**src/rtl/apb_request_arbiter_pkg.sv**
```systemverilog
// Shared types and widths for the multi-requester APB master.
package apb_pkg;
    localparam int unsigned SEL_W  = 2;
    localparam int unsigned DATA_W = 8;
    localparam int unsigned ADDR_W = 8;
    localparam logic [SEL_W-1:0] SEL_NONE = 2'b00;

    typedef enum logic [1:0] {
        S_IDLE   = 2'd0,
        S_SETUP  = 2'd1,
        S_ACCESS = 2'd2
    } state_t;
endpackage

```
**src/rtl/apb_request_arbiter_if.sv**
```systemverilog
// Requester-side and APB-side signals of the arbiter; master = arbiter view.
interface apb_request_arbiter_if #(
    parameter int unsigned NUM_REQ = 2
) ();
    import apb_pkg::*;

    logic [NUM_REQ-1:0]        req;
    logic [NUM_REQ-1:0]        req_write;
    logic [SEL_W*NUM_REQ-1:0]  req_sel;
    logic [ADDR_W*NUM_REQ-1:0] req_addr;
    logic [DATA_W*NUM_REQ-1:0] req_wdata;
    logic [DATA_W*NUM_REQ-1:0] req_wait_cycles;
    logic [NUM_REQ-1:0]        grant;
    logic [NUM_REQ-1:0]        done;
    logic [NUM_REQ-1:0]        err;
    logic [DATA_W-1:0]         rsp_rdata;
    logic                      write;
    logic [SEL_W-1:0]          sel;
    logic [ADDR_W-1:0]         addr;
    logic [DATA_W-1:0]         wdata;
    logic [DATA_W-1:0]         wait_cycles;
    logic                      enable;
    logic                      ready;
    logic [DATA_W-1:0]         rdata;

    modport master (
        input  req, req_write, req_sel, req_addr, req_wdata, req_wait_cycles,
        input  ready, rdata,
        output grant, done, err, rsp_rdata,
        output write, sel, addr, wdata, wait_cycles, enable
    );

    modport slave (
        output req, req_write, req_sel, req_addr, req_wdata, req_wait_cycles,
        output ready, rdata,
        input  grant, done, err, rsp_rdata,
        input  write, sel, addr, wdata, wait_cycles, enable
    );
endinterface

```
**src/rtl/apb_request_arbiter_rr_arbiter.sv**
```systemverilog
// Round-robin picker: searches from the last winner + 1, skipping masked requesters.
module rr_arbiter #(
    parameter int unsigned NUM_REQ = 2
) (
    input  logic               clk,
    input  logic               rst_n,
    input  logic [NUM_REQ-1:0] req_i,
    input  logic [NUM_REQ-1:0] mask_i,
    input  logic               advance_i,
    output logic [NUM_REQ-1:0] winner_o,
    output logic               any_req_o
);
    localparam int unsigned PTR_W = $clog2(NUM_REQ);

    logic [PTR_W-1:0]   ptr_q;
    logic [PTR_W-1:0]   ptr_d;
    logic [PTR_W-1:0]   idx;
    logic [NUM_REQ-1:0] eligible;
    logic               found;

    assign eligible  = req_i & ~mask_i;
    assign any_req_o = |eligible;

    always_comb begin
        winner_o = '0;
        ptr_d    = ptr_q;
        found    = 1'b0;
        idx      = '0;
        for (int unsigned i = 1; i <= NUM_REQ; i++) begin
            idx = PTR_W'((32'(ptr_q) + i) % NUM_REQ);
            if (!found && eligible[idx]) begin
                winner_o[idx] = 1'b1;
                ptr_d         = idx;
                found         = 1'b1;
            end
        end
    end

    // Pointer starts at the last requester so requester 0 wins first.
    always_ff @(posedge clk or negedge rst_n) begin
        if (!rst_n) begin
            ptr_q <= PTR_W'(NUM_REQ - 1);
        end else if (advance_i) begin
            ptr_q <= ptr_d;
        end
    end
endmodule

```
**src/rtl/apb_request_arbiter.sv**
```systemverilog
// Shares one APB master bus among NUM_REQ requesters with round-robin grant and timeout.
module apb_request_arbiter
    import apb_pkg::*;
#(
    parameter int unsigned NUM_REQ        = 2,
    parameter int unsigned TIMEOUT_CYCLES = 64
) (
    input  logic                  clk,
    input  logic                  reset,
    apb_request_arbiter_if.master bus
);
    localparam logic [7:0] TIMEOUT_C = 8'(TIMEOUT_CYCLES);

    state_t              state_q;
    logic [7:0]          cnt_q;
    logic [NUM_REQ-1:0]  grant_q, done_q, err_q;
    logic [DATA_W-1:0]   rsp_rdata_q, wdata_q, wait_q;
    logic                write_q, enable_q;
    logic [SEL_W-1:0]    sel_q;
    logic [ADDR_W-1:0]   addr_q;

    logic [NUM_REQ-1:0]  winner;
    logic                any_req;
    logic                advance;
    logic                w_write;
    logic [SEL_W-1:0]    w_sel;
    logic [ADDR_W-1:0]   w_addr;
    logic [DATA_W-1:0]   w_wdata, w_wait;

    // Current owner and the just-completed requester are both excluded.
    rr_arbiter #(.NUM_REQ(NUM_REQ)) u_rr (
        .clk       (clk),
        .rst_n     (reset),
        .req_i     (bus.req),
        .mask_i    (done_q | grant_q),
        .advance_i (advance),
        .winner_o  (winner),
        .any_req_o (any_req)
    );

    always_comb begin
        w_write = 1'b0;
        w_sel   = SEL_NONE;
        w_addr  = '0;
        w_wdata = '0;
        w_wait  = '0;
        for (int unsigned i = 0; i < NUM_REQ; i++) begin
            if (winner[i]) begin
                w_write = bus.req_write[i];
                w_sel   = bus.req_sel[i*SEL_W +: SEL_W];
                w_addr  = bus.req_addr[i*ADDR_W +: ADDR_W];
                w_wdata = bus.req_wdata[i*DATA_W +: DATA_W];
                w_wait  = bus.req_wait_cycles[i*DATA_W +: DATA_W];
            end
        end
    end

    assign advance = any_req &&
                     ((state_q == S_IDLE) ||
                      (state_q == S_ACCESS && bus.ready && w_sel != SEL_NONE));

    always_ff @(posedge clk or negedge reset) begin
        if (!reset) begin
            state_q     <= S_IDLE;
            cnt_q       <= '0;
            grant_q     <= '0;
            done_q      <= '0;
            err_q       <= '0;
            rsp_rdata_q <= '0;
            write_q     <= 1'b0;
            sel_q       <= SEL_NONE;
            addr_q      <= '0;
            wdata_q     <= '0;
            wait_q      <= '0;
            enable_q    <= 1'b0;
        end else begin
            done_q      <= '0;
            err_q       <= '0;
            rsp_rdata_q <= '0;
            case (state_q)
                S_IDLE: begin
                    sel_q    <= SEL_NONE;
                    enable_q <= 1'b0;
                    grant_q  <= '0;
                    if (any_req) begin
                        if (w_sel == SEL_NONE) begin
                            done_q <= winner;
                            err_q  <= winner;
                        end else begin
                            write_q <= w_write;
                            sel_q   <= w_sel;
                            addr_q  <= w_addr;
                            wdata_q <= w_wdata;
                            wait_q  <= w_wait;
                            grant_q <= winner;
                            cnt_q   <= '0;
                            state_q <= S_SETUP;
                        end
                    end
                end
                S_SETUP: begin
                    enable_q <= 1'b1;
                    cnt_q    <= cnt_q + 8'd1;
                    state_q  <= S_ACCESS;
                end
                S_ACCESS: begin
                    if (bus.ready) begin
                        done_q      <= grant_q;
                        rsp_rdata_q <= write_q ? '0 : bus.rdata;
                        enable_q    <= 1'b0;
                        // An invalid-sel winner is left for IDLE so its done never collides.
                        if (any_req && w_sel != SEL_NONE) begin
                            write_q <= w_write;
                            sel_q   <= w_sel;
                            addr_q  <= w_addr;
                            wdata_q <= w_wdata;
                            wait_q  <= w_wait;
                            grant_q <= winner;
                            cnt_q   <= '0;
                            state_q <= S_SETUP;
                        end else begin
                            grant_q <= '0;
                            sel_q   <= SEL_NONE;
                            state_q <= S_IDLE;
                        end
                    end else if (cnt_q == TIMEOUT_C) begin
                        done_q   <= grant_q;
                        err_q    <= grant_q;
                        grant_q  <= '0;
                        sel_q    <= SEL_NONE;
                        enable_q <= 1'b0;
                        state_q  <= S_IDLE;
                    end else begin
                        cnt_q <= cnt_q + 8'd1;
                    end
                end
                default: state_q <= S_IDLE;
            endcase
        end
    end

    assign bus.grant       = grant_q;
    assign bus.done        = done_q;
    assign bus.err         = err_q;
    assign bus.rsp_rdata   = rsp_rdata_q;
    assign bus.write       = write_q;
    assign bus.sel         = sel_q;
    assign bus.addr        = addr_q;
    assign bus.wdata       = wdata_q;
    assign bus.wait_cycles = wait_q;
    assign bus.enable      = enable_q;
endmodule

```
**src/flat_wrapper.sv**
```systemverilog
// flat-port wrapper written by rule: the top's interface ports become plain ports
module apb_request_arbiter_flat import apb_pkg::*;
#(
    parameter int unsigned NUM_REQ        = 2,
    parameter int unsigned TIMEOUT_CYCLES = 64
)
  (clk, reset, bus_req, bus_req_write, bus_req_sel, bus_req_addr, bus_req_wdata, bus_req_wait_cycles, bus_ready, bus_rdata, bus_grant, bus_done, bus_err, bus_rsp_rdata, bus_write, bus_sel, bus_addr, bus_wdata, bus_wait_cycles, bus_enable);
  apb_request_arbiter_if #(.NUM_REQ(NUM_REQ)) bus_i ();
  input  logic clk;
  input  logic reset;
  input wire logic [$bits(bus_i.req)-1:0] bus_req;
  input wire logic [$bits(bus_i.req_write)-1:0] bus_req_write;
  input wire logic [$bits(bus_i.req_sel)-1:0] bus_req_sel;
  input wire logic [$bits(bus_i.req_addr)-1:0] bus_req_addr;
  input wire logic [$bits(bus_i.req_wdata)-1:0] bus_req_wdata;
  input wire logic [$bits(bus_i.req_wait_cycles)-1:0] bus_req_wait_cycles;
  input wire logic [$bits(bus_i.ready)-1:0] bus_ready;
  input wire logic [$bits(bus_i.rdata)-1:0] bus_rdata;
  output wire logic [$bits(bus_i.grant)-1:0] bus_grant;
  output wire logic [$bits(bus_i.done)-1:0] bus_done;
  output wire logic [$bits(bus_i.err)-1:0] bus_err;
  output wire logic [$bits(bus_i.rsp_rdata)-1:0] bus_rsp_rdata;
  output wire logic [$bits(bus_i.write)-1:0] bus_write;
  output wire logic [$bits(bus_i.sel)-1:0] bus_sel;
  output wire logic [$bits(bus_i.addr)-1:0] bus_addr;
  output wire logic [$bits(bus_i.wdata)-1:0] bus_wdata;
  output wire logic [$bits(bus_i.wait_cycles)-1:0] bus_wait_cycles;
  output wire logic [$bits(bus_i.enable)-1:0] bus_enable;
  assign bus_i.req = bus_req;
  assign bus_i.req_write = bus_req_write;
  assign bus_i.req_sel = bus_req_sel;
  assign bus_i.req_addr = bus_req_addr;
  assign bus_i.req_wdata = bus_req_wdata;
  assign bus_i.req_wait_cycles = bus_req_wait_cycles;
  assign bus_i.ready = bus_ready;
  assign bus_i.rdata = bus_rdata;
  assign bus_grant = bus_i.grant;
  assign bus_done = bus_i.done;
  assign bus_err = bus_i.err;
  assign bus_rsp_rdata = bus_i.rsp_rdata;
  assign bus_write = bus_i.write;
  assign bus_sel = bus_i.sel;
  assign bus_addr = bus_i.addr;
  assign bus_wdata = bus_i.wdata;
  assign bus_wait_cycles = bus_i.wait_cycles;
  assign bus_enable = bus_i.enable;
  apb_request_arbiter #(.NUM_REQ(NUM_REQ), .TIMEOUT_CYCLES(TIMEOUT_CYCLES)) u_core (.clk(clk), .reset(reset), .bus(bus_i));
endmodule
```
**config.mk**
```make
export PLATFORM = sky130hd
export DESIGN_NAME = apb_request_arbiter_flat
export DESIGN_NICKNAME = d
export VERILOG_FILES = /design/src/rtl/apb_request_arbiter_pkg.sv /design/src/rtl/apb_request_arbiter_if.sv /design/src/rtl/apb_request_arbiter_rr_arbiter.sv /design/src/rtl/apb_request_arbiter.sv /design/src/flat_wrapper.sv
export SDC_FILE = /design/constraint.sdc
export NUM_CORES = 1
export LEC_CHECK = 0
export CAP_MARGIN = 20
export CORE_MARGIN = 3
export CORE_UTILIZATION = 35
export DETAILED_ROUTE_END_ITERATION = 16
export HOLD_SLACK_MARGIN = 0.15
export PLACE_DENSITY = 0.73
export SLEW_MARGIN = 40
export SYNTH_ARGS = -nofsm -noshare
export SYNTH_HDL_FRONTEND = slang
export SYNTH_HIERARCHICAL = 1
export SYNTH_SLANG_ARGS = --single-unit
```
**constraint.sdc**
```tcl
create_clock -name clk -period 2.3 [get_ports clk]
set_clock_uncertainty 0.15 [all_clocks]
set_input_delay 0.23 -clock clk [delete_from_list [all_inputs] [get_ports clk]]
set_output_delay 0.23 -clock clk [all_outputs]
set_load 0.05 [all_outputs]
```
## After elaboration in Yosys (flattened, before gate mapping)

Cells that the tools add are included.
W data, S select, Z words.

- Reductions and logical operators: 22
- Eq/ne operators: 10
- Multiply operators: 0
- $lt $le $gt $ge: 4
- Bitwise operators: 4
- Add/subtract/negate cells: 3
- Shift operators: 0
- Divide/modulo/power cells: 0
- Muxes and demuxes: 78

Operators by type and width:

| operator | count |
|---|---|
| $mux W8 | 26 |
| $pmux W8 S2 | 3 |
| $mux W2 | 21 |
| $pmux W8 S3 | 1 |
| $mux W1 | 18 |
| $pmux W2 S2 | 4 |
| $reduce_and A5 Y1 | 2 |
| $ne A3 B3 Y1 const B | 3 |
| $add A8 B1 Y8 const B | 1 |
| $eq A8 B7 Y1 const B | 1 |
| $logic_and A1 B1 Y1 | 7 |
| $ne A2 B2 Y1 const B | 3 |
| $pmux W2 S3 | 1 |
| $reduce_and A2 Y1 | 3 |
| $reduce_bool A2 Y1 | 3 |
| $logic_not A2 Y1 | 2 |
| $lt A1 B2 Y1 const B | 2 |
| $or A2 B2 Y2 | 2 |
| $pmux W1 S3 | 1 |
| $reduce_and A3 Y1 | 1 |
| $reduce_bool A3 Y1 | 1 |
| $add A1 B1 Y1 const B | 2 |
| $and A2 B2 Y2 | 1 |
| $demux W1 S1 | 2 |
| other kinds (9) | 10 |

- Latch bits: 0
- Logic and storage cells: 134
- Memories kept: 0
- Bits in registers: 53
- Bits in read-only memories: 0
- Output and inout port bits: 42
- RAM bits: 0
- Bits of input ports: 67

## Depth between registers and ports, before layout

- Depth in word-level cells: 16
- Mapped depth: 10
- Depth with buffers taken out: 9

## Cells and area by module

The synthesis kept the hierarchy.

Modules (own cells, without submodules):

| module | seq. area each (sq um) | cells an instance | area each (sq um) | times used |
|---|---|---|---|---|
| apb_request_arbiter | 1301.2 | 258 | 2528.7 | 1 |
| rr_arbiter | 26.3 | 10 | 85.1 | 1 |

## Least setup slack after synthesis

OpenSTA, ideal clock, no wires.

- Path kind: reg-to-reg
- Start point: register u_core.grant_q[0], in the netlist u_core/bus.grant[0]
- End point: register u_core.state_q[1]
- Period minus slack after synthesis: 2.546 ns
- Arrival: 2.272 ns
- Setup time: 0.125 ns
- Data required time: 2.025 ns
- Slack: -0.246 ns
- Buffers on the path: 0
- Stages on the path, launching flop included: 9
- Cell sequence: dfrtp_1 -> or2_2 -> nand2b_1 -> nor2_1 -> nand2b_4 -> o21ai_4 -> nand2_1 -> a21oi_1 -> mux2_2

- Longest elaborated chain between the ends: 14
- Elaborated cells between the ends (all ways): 20
- Classes of those cells: eq/ne: 2; mux: 9; bitwise: 4; reduce/logical: 5

Ends and longest elaborated chain:

| item | RTL line | source |
|---|---|---|
| from (decl) | apb_request_arbiter.sv:16 | `logic [NUM_REQ-1:0] grant_q, done_q, err_q;` |
| from (signal assigned) | apb_request_arbiter.sv:95 | `grant_q <= winner;` |
| from (signal assigned) | apb_request_arbiter.sv:118 | `grant_q <= winner;` |
| $or A2 B2 Y2 * | apb_request_arbiter.sv:35 | `.mask_i (done_q \| grant_q),` |
| $not A2 Y2 * | apb_request_arbiter_rr_arbiter.sv:21 | `assign eligible = req_i & ~mask_i;` |
| $and A2 B2 Y2 * | apb_request_arbiter_rr_arbiter.sv:21 |  |
| $mux W1 (not written as such) (2 in series) | apb_request_arbiter_rr_arbiter.sv:31 | `if (!found && eligible[idx]) begin` |
| $mux W1 | apb_request_arbiter_rr_arbiter.sv:31 |  |
| $logic_not A1 Y1 | apb_request_arbiter_rr_arbiter.sv:31 |  |
| $logic_and A1 B1 Y1 | apb_request_arbiter_rr_arbiter.sv:31 |  |
| $mux W2 * | apb_request_arbiter_rr_arbiter.sv:31 |  |
| via u_core.winner[0] | apb_request_arbiter.sv:22 | `logic [NUM_REQ-1:0] winner;` |
| $mux W2 * (2 in series) | apb_request_arbiter.sv:48 | `if (winner[i]) begin` |
| $logic_not A2 Y1 * | apb_request_arbiter.sv:86 | `if (w_sel == SEL_NONE) begin` |
| $ne A2 B2 Y1 (no line) * | -- |  |
| $reduce_and A3 Y1 (no line) * | -- |  |
| to (signal assigned) | apb_request_arbiter.sv:64 | `state_q <= S_IDLE;` |
| to (signal assigned) | apb_request_arbiter.sv:97 | `state_q <= S_SETUP;` |
| to (signal assigned) | apb_request_arbiter.sv:104 | `state_q <= S_ACCESS;` |
| to (decl) | apb_request_arbiter.sv:14 | `state_t state_q;` |

Mark *: on every way through the listed nets, which the timed path passes. The rest lies on a longest branch. The select of a mux whose other input is x is not followed.
A chain may end at the register's enable or synchronous reset.

## Worst setup path in the final report

- Start point: register u_core.grant_q[1], in the netlist u_core/bus.grant[1]
- End point: register u_core.wdata_q[7], in the netlist u_core/bus.wdata[7]

- Elaborated cells between the ends (all ways): 30
- Classes of those cells: eq/ne: 3; mux: 16; bitwise: 4; reduce/logical: 7

RTL lines:

| item | RTL line | source |
|---|---|---|
| $or A2 B2 Y2 * | apb_request_arbiter.sv:35 |  |
| $not A2 Y2 * | apb_request_arbiter_rr_arbiter.sv:21 |  |
| $and A2 B2 Y2 * | apb_request_arbiter_rr_arbiter.sv:21 |  |
| $mux W1 (not written as such) (2 in series) | apb_request_arbiter_rr_arbiter.sv:31 |  |
| $mux W1 | apb_request_arbiter_rr_arbiter.sv:31 |  |
| $logic_not A1 Y1 | apb_request_arbiter_rr_arbiter.sv:31 |  |
| $logic_and A1 B1 Y1 | apb_request_arbiter_rr_arbiter.sv:31 |  |
| $mux W2 * | apb_request_arbiter_rr_arbiter.sv:31 |  |
| via u_core.winner[1] | apb_request_arbiter.sv:22 |  |
| $mux W2 | apb_request_arbiter.sv:48 |  |
| $reduce_bool A2 Y1 | apb_request_arbiter.sv:112 | `if (any_req && w_sel != SEL_NONE) begin` |
| $logic_and A1 B1 Y1 | apb_request_arbiter.sv:112 |  |
| $ne A2 B2 Y1 (no line) | -- |  |
| $reduce_and A5 Y1 (no line) | -- |  |
| to (signal assigned) | apb_request_arbiter.sv:93 | `wdata_q <= w_wdata;` |
| to (signal assigned) | apb_request_arbiter.sv:116 | `wdata_q <= w_wdata;` |
| to (decl) | apb_request_arbiter.sv:17 | `logic [DATA_W-1:0] rsp_rdata_q, wdata_q, wait_q;` |

Marked as above.

==> results.tsv <==
stage	metric	value	unit
place	pre-CTS setup slack	-0.0631	ns
timing	final worst path period share	96.9	%
yosys	syn nets	342	
layout	layout cells sized above 1	13.3	%
global_routing	largest net degree at the start of global routing	51	
critical_path	WS Path Type	register to register	
power_and_ir_drop	Seq pwr share	27.8	%
yosys	Unique masters post-synth	40	
detailed_routing	post-route ant nets	0	
layout	Antenna Cells	0	
job	maximum capacitance violations	0	
layout	Layout area overhead	58.3	%
detailed_routing	drt drc	0	
layout	nets@finish	463	
yosys	Syn Inst Count	268	
floorplan	core area	7020	sq um
detailed_routing	initial drt markers	122	
yosys	Syn Area/Cell	9.75	sq um
floorplan	die width	92.4	um
yosys	Seq/Total Area, Yosys	50.8	%
timing	slew of the pin with the lowest slew margin	0.631	ns
critical_path	Crit. End Element	register	
global_routing	number of global-route vias before repair	2321	
place	Port-buffer cells	108	
timing	PnR worst setup slack	0.0706	ns
yosys	mapped cell area	2610	sq um
power_and_ir_drop	Leak	0.00176	uW
critical_path	CP Launch Type	register	
critical_path	R2R setup slack	0.07	ns
clocking	CTS tree	built	
detailed_routing	vias per cell	5.05	
floorplan	num rows	30	
critical_path	reg2reg path depth	9	
critical_path	WP data required	2.33	ns
yosys	number of synthesized register bits	53	
yosys	Synth warnings	6	
worst_hold_path	Hold Crit Class	input port to asynchronous set/reset pin	
power_and_ir_drop	Pwr Total	4850	uW
clocking	total CTS buffers	5	
critical_path	Critical Path Fanout Max	6	
place	placer congestion estimate	0.800	
power_and_ir_drop	Sw Share	46.3	%
power_and_ir_drop	PD cells	1170	nW/um^2
detailed_routing	Post-Route WL	7610	um
place	post-DP HPWL	5340	um
critical_path	WP data arrival	2.26	ns
floorplan	Initial Util	37.2	%
detailed_routing	routed vias	2452	
timing	max-slew violations	0	
clocking	Max H-tree Level	2	
global_routing	Overflow after GRT	0	
floorplan	die height	92.4	um
timing	fmax	449	MHz
timing	Min Clock Period, post-route	2.23	ns
status	status	finished, final reports clean	
clocking	root buf cell	clkbuf_8	
timing	Hold Vio Cnt, Final	0	
power_and_ir_drop	Peak VDD IR	0.705	mV
power_and_ir_drop	Gate power share	61.9	%
floorplan	io pins	109	
layout	fill count	635	
global_routing	initial antenna violation count	0	
clocking	clock-pin slew on the worst setup and hold paths	0.09	ns
floorplan	die area	8540	sq um
critical_path	r2r startpoint	u_core/bus.grant[1]	
timing	Max transition margin	57.9	%
clocking	later-pin clock latency in the skew report	0.30	ns
global_routing	Global Route Usage Sum	16.5	%
power_and_ir_drop	Internal Dissipation	2600	uW
detailed_routing	drt pass-1 iters	4	
detailed_routing	Routed wire per std cell	15.7	um
global_routing	first-pass GRT wire length	11300	um
timing	Setup violations, final	0	
power_and_ir_drop	clock share of power	10.3	%
clocking	Longest Clk Path Bufs	2	
clocking	clock sink count	53	
power_and_ir_drop	sw power	2250	uW
critical_path	worst reg2reg path endpoint	u_core/bus.wdata[7]	
-- kinds of logic (layout without fill, tap and decap cells) --
group | count (synthesis) | after routing | synth area share, %
compound gates | 91 | 91 | 22.7
flops | 53 | 53 | 50.8
fa+ha+maj | 7 | 7 | 3.35
mux | 3 | 3 | 1.29
simple gates | 92 | 92 | 18.3
buf+inv | 22 | 144 | 3.59
-- cell type report --
class	instances	area [sq um]	share of cell area (%)
sequential	53	1330	32.2
timing repair buffer	129	1320	31.9
multi-input combinational	193	1260	30.4
tap	96	120	2.90
clock buffer	7	76.3	1.84
inverter	7	26.3	0.635
clock inverter	1	5.00	0.121
-- power groups by stage --
stage | Sequential [uW] | Combinational (uW) | Clock (uW)
6_report | 1350 | 3000 | 500
3_3_place_gp | 1350 | 2690 | 0
4_1_cts | 1350 | 2740 | 522
5_1_grt | 1390 | 3200 | 556
3_5_place_dp | 1360 | 2720 | 0
2_1_floorplan | 2120 | 991 | 0
-- cells in the final DEF, fill, tap and decap left out, drive strengths merged, types with 4 or more instances in the layout --
| cell type | Yosys | layout |
|---|---|---|
| clkdlybuf4s50 | 0 | 107 |
| dfrtp | 52 | 52 |
| o21ai | 41 | 41 |
| nand2 | 37 | 37 |
| a22oi | 25 | 25 |
| buf | 4 | 19 |
| nor2 | 14 | 14 |
| and2 | 9 | 9 |
| clkbuf | 11 | 9 |
| nand2b | 8 | 8 |
| inv | 7 | 7 |
| ha | 7 | 7 |
| nand3 | 6 | 6 |
| nor2b | 6 | 6 |
| a21oi | 4 | 4 |
| o31ai | 4 | 4 |
-- how the worst max path moves through the flow --
stage,startpoint,end,slack [ns],cells after the start
2_1_floorplan,u_core/bus.grant[0],u_core/state_q[1],0.005,8
3_3_place_gp,bus_req[0],u_core/cnt_q[5],-0.02,8
3_5_place_dp,bus_req[0],u_core/cnt_q[4],-0.06,8
4_1_cts,u_core/bus.grant[1],u_core/bus.wait_cycles[7],0.003,8
5_1_grt,u_core/bus.grant[0],u_core/cnt_q[7],-0.03,8
6_report,u_core/bus.grant[1],u_core/bus.wdata[7],0.07,9
-- critical path, stage by stage, from the launching register on --
cell	delay, ns
dfrtp_2	0.41
or2_4	0.25
nand2b_4	0.15
a31oi_4	0.25
nand2b_4	0.22
o21ai_4	0.07
buf_6	0.14
o211ai_4	0.16
clkbuf_16	0.23
o21ai_0	0.09
-- Yosys cell counts --
cell / n / area share [%]
o21a_2: 1 / 0.34
o21ai_0: 35 / 6.7
nand2b_1: 6 / 1.4
dfstp_2: 1 / 1.0
and2_1: 9 / 2.2
o21ai_4: 1 / 0.62
inv_1: 7 / 1.0
a21boi_0: 1 / 0.29
o2bb2ai_1: 2 / 0.67
nor3b_1: 2 / 0.57
o211ai_2: 1 / 0.48
mux2_2: 3 / 1.3
clkbuf_1: 11 / 1.6
o21ai_1: 5 / 0.96
nor2b_1: 6 / 1.4
a41oi_1: 1 / 0.34
nor3b_2: 1 / 0.48
nor4b_4: 1 / 0.91
nand2b_4: 1 / 0.53
o2111ai_1: 2 / 0.67
nor2_1: 14 / 2.0
nand2_1: 37 / 5.3
nand2b_2: 1 / 0.34
o31ai_1: 4 / 1.1
a22o_1: 1 / 0.34
buf_6: 1 / 0.43
a31oi_1: 3 / 0.72
o41ai_1: 2 / 0.67
buf_2: 3 / 0.57
nand3_1: 6 / 1.1
a21o_1: 2 / 0.57
or2_2: 2 / 0.48
dfrtp_1: 52 / 50
a22oi_1: 25 / 7.2
ha_1: 7 / 3.4
and3_1: 3 / 0.72
nand4_1: 2 / 0.48
nand3b_1: 1 / 0.29
o22ai_1: 1 / 0.24
a21oi_1: 4 / 0.77
-- metal layers --
metal	vias to the layer above	global-route usage (%)	part of all wire, %
met3	8	3.17	6.0
li1	1193	-	-
met1	1162	21.9	43
met5	-	0	0
met4	0	3.71	1.1
met2	89	27.8	50
-- state kept, by name, summed over array words and instances (netlist names), 8 cells and up --
signal,flops
u_core/bus.rsp_rdata,8
u_core/bus.addr,8
u_core/bus.wdata,8
u_core/cnt_q,8
u_core/bus.wait_cycles,8
-- timing repair --
| item | in CTS | in global routing |
|---|---|---|
| pin swaps | 0 | 3 |
| setup endpoints to repair | 4 | 29 |
| cloned | 0 | 5 |
| buffers inserted | 0 | 3 |
| hold endpoints to repair | 25 | 0 |
| gates resized for setup | 1 | 12 |
| hold buffers | 1 | 0 |
-- stage by stage --
step / cells / hold slack, ns / instance area, sq um / setup TNS [ns] / util (%)
2_1_floorplan: 268 / -0.216 / 2630 / 0 / -
3_3_place_gp: 469 / 0.144 / 3900 / -0.0662 / 55.5
3_5_place_dp: 469 / 0.137 / 3900 / -0.210 / 55.5
4_1_cts: 478 / 0.330 / 3990 / 0 / 56.8
5_1_grt: 486 / 0.342 / 4140 / -0.0660 / 58.9
6_report: 486 / 0.328 / 4140 / 0 / 58.9
Power figures use the tool's default switching activity.
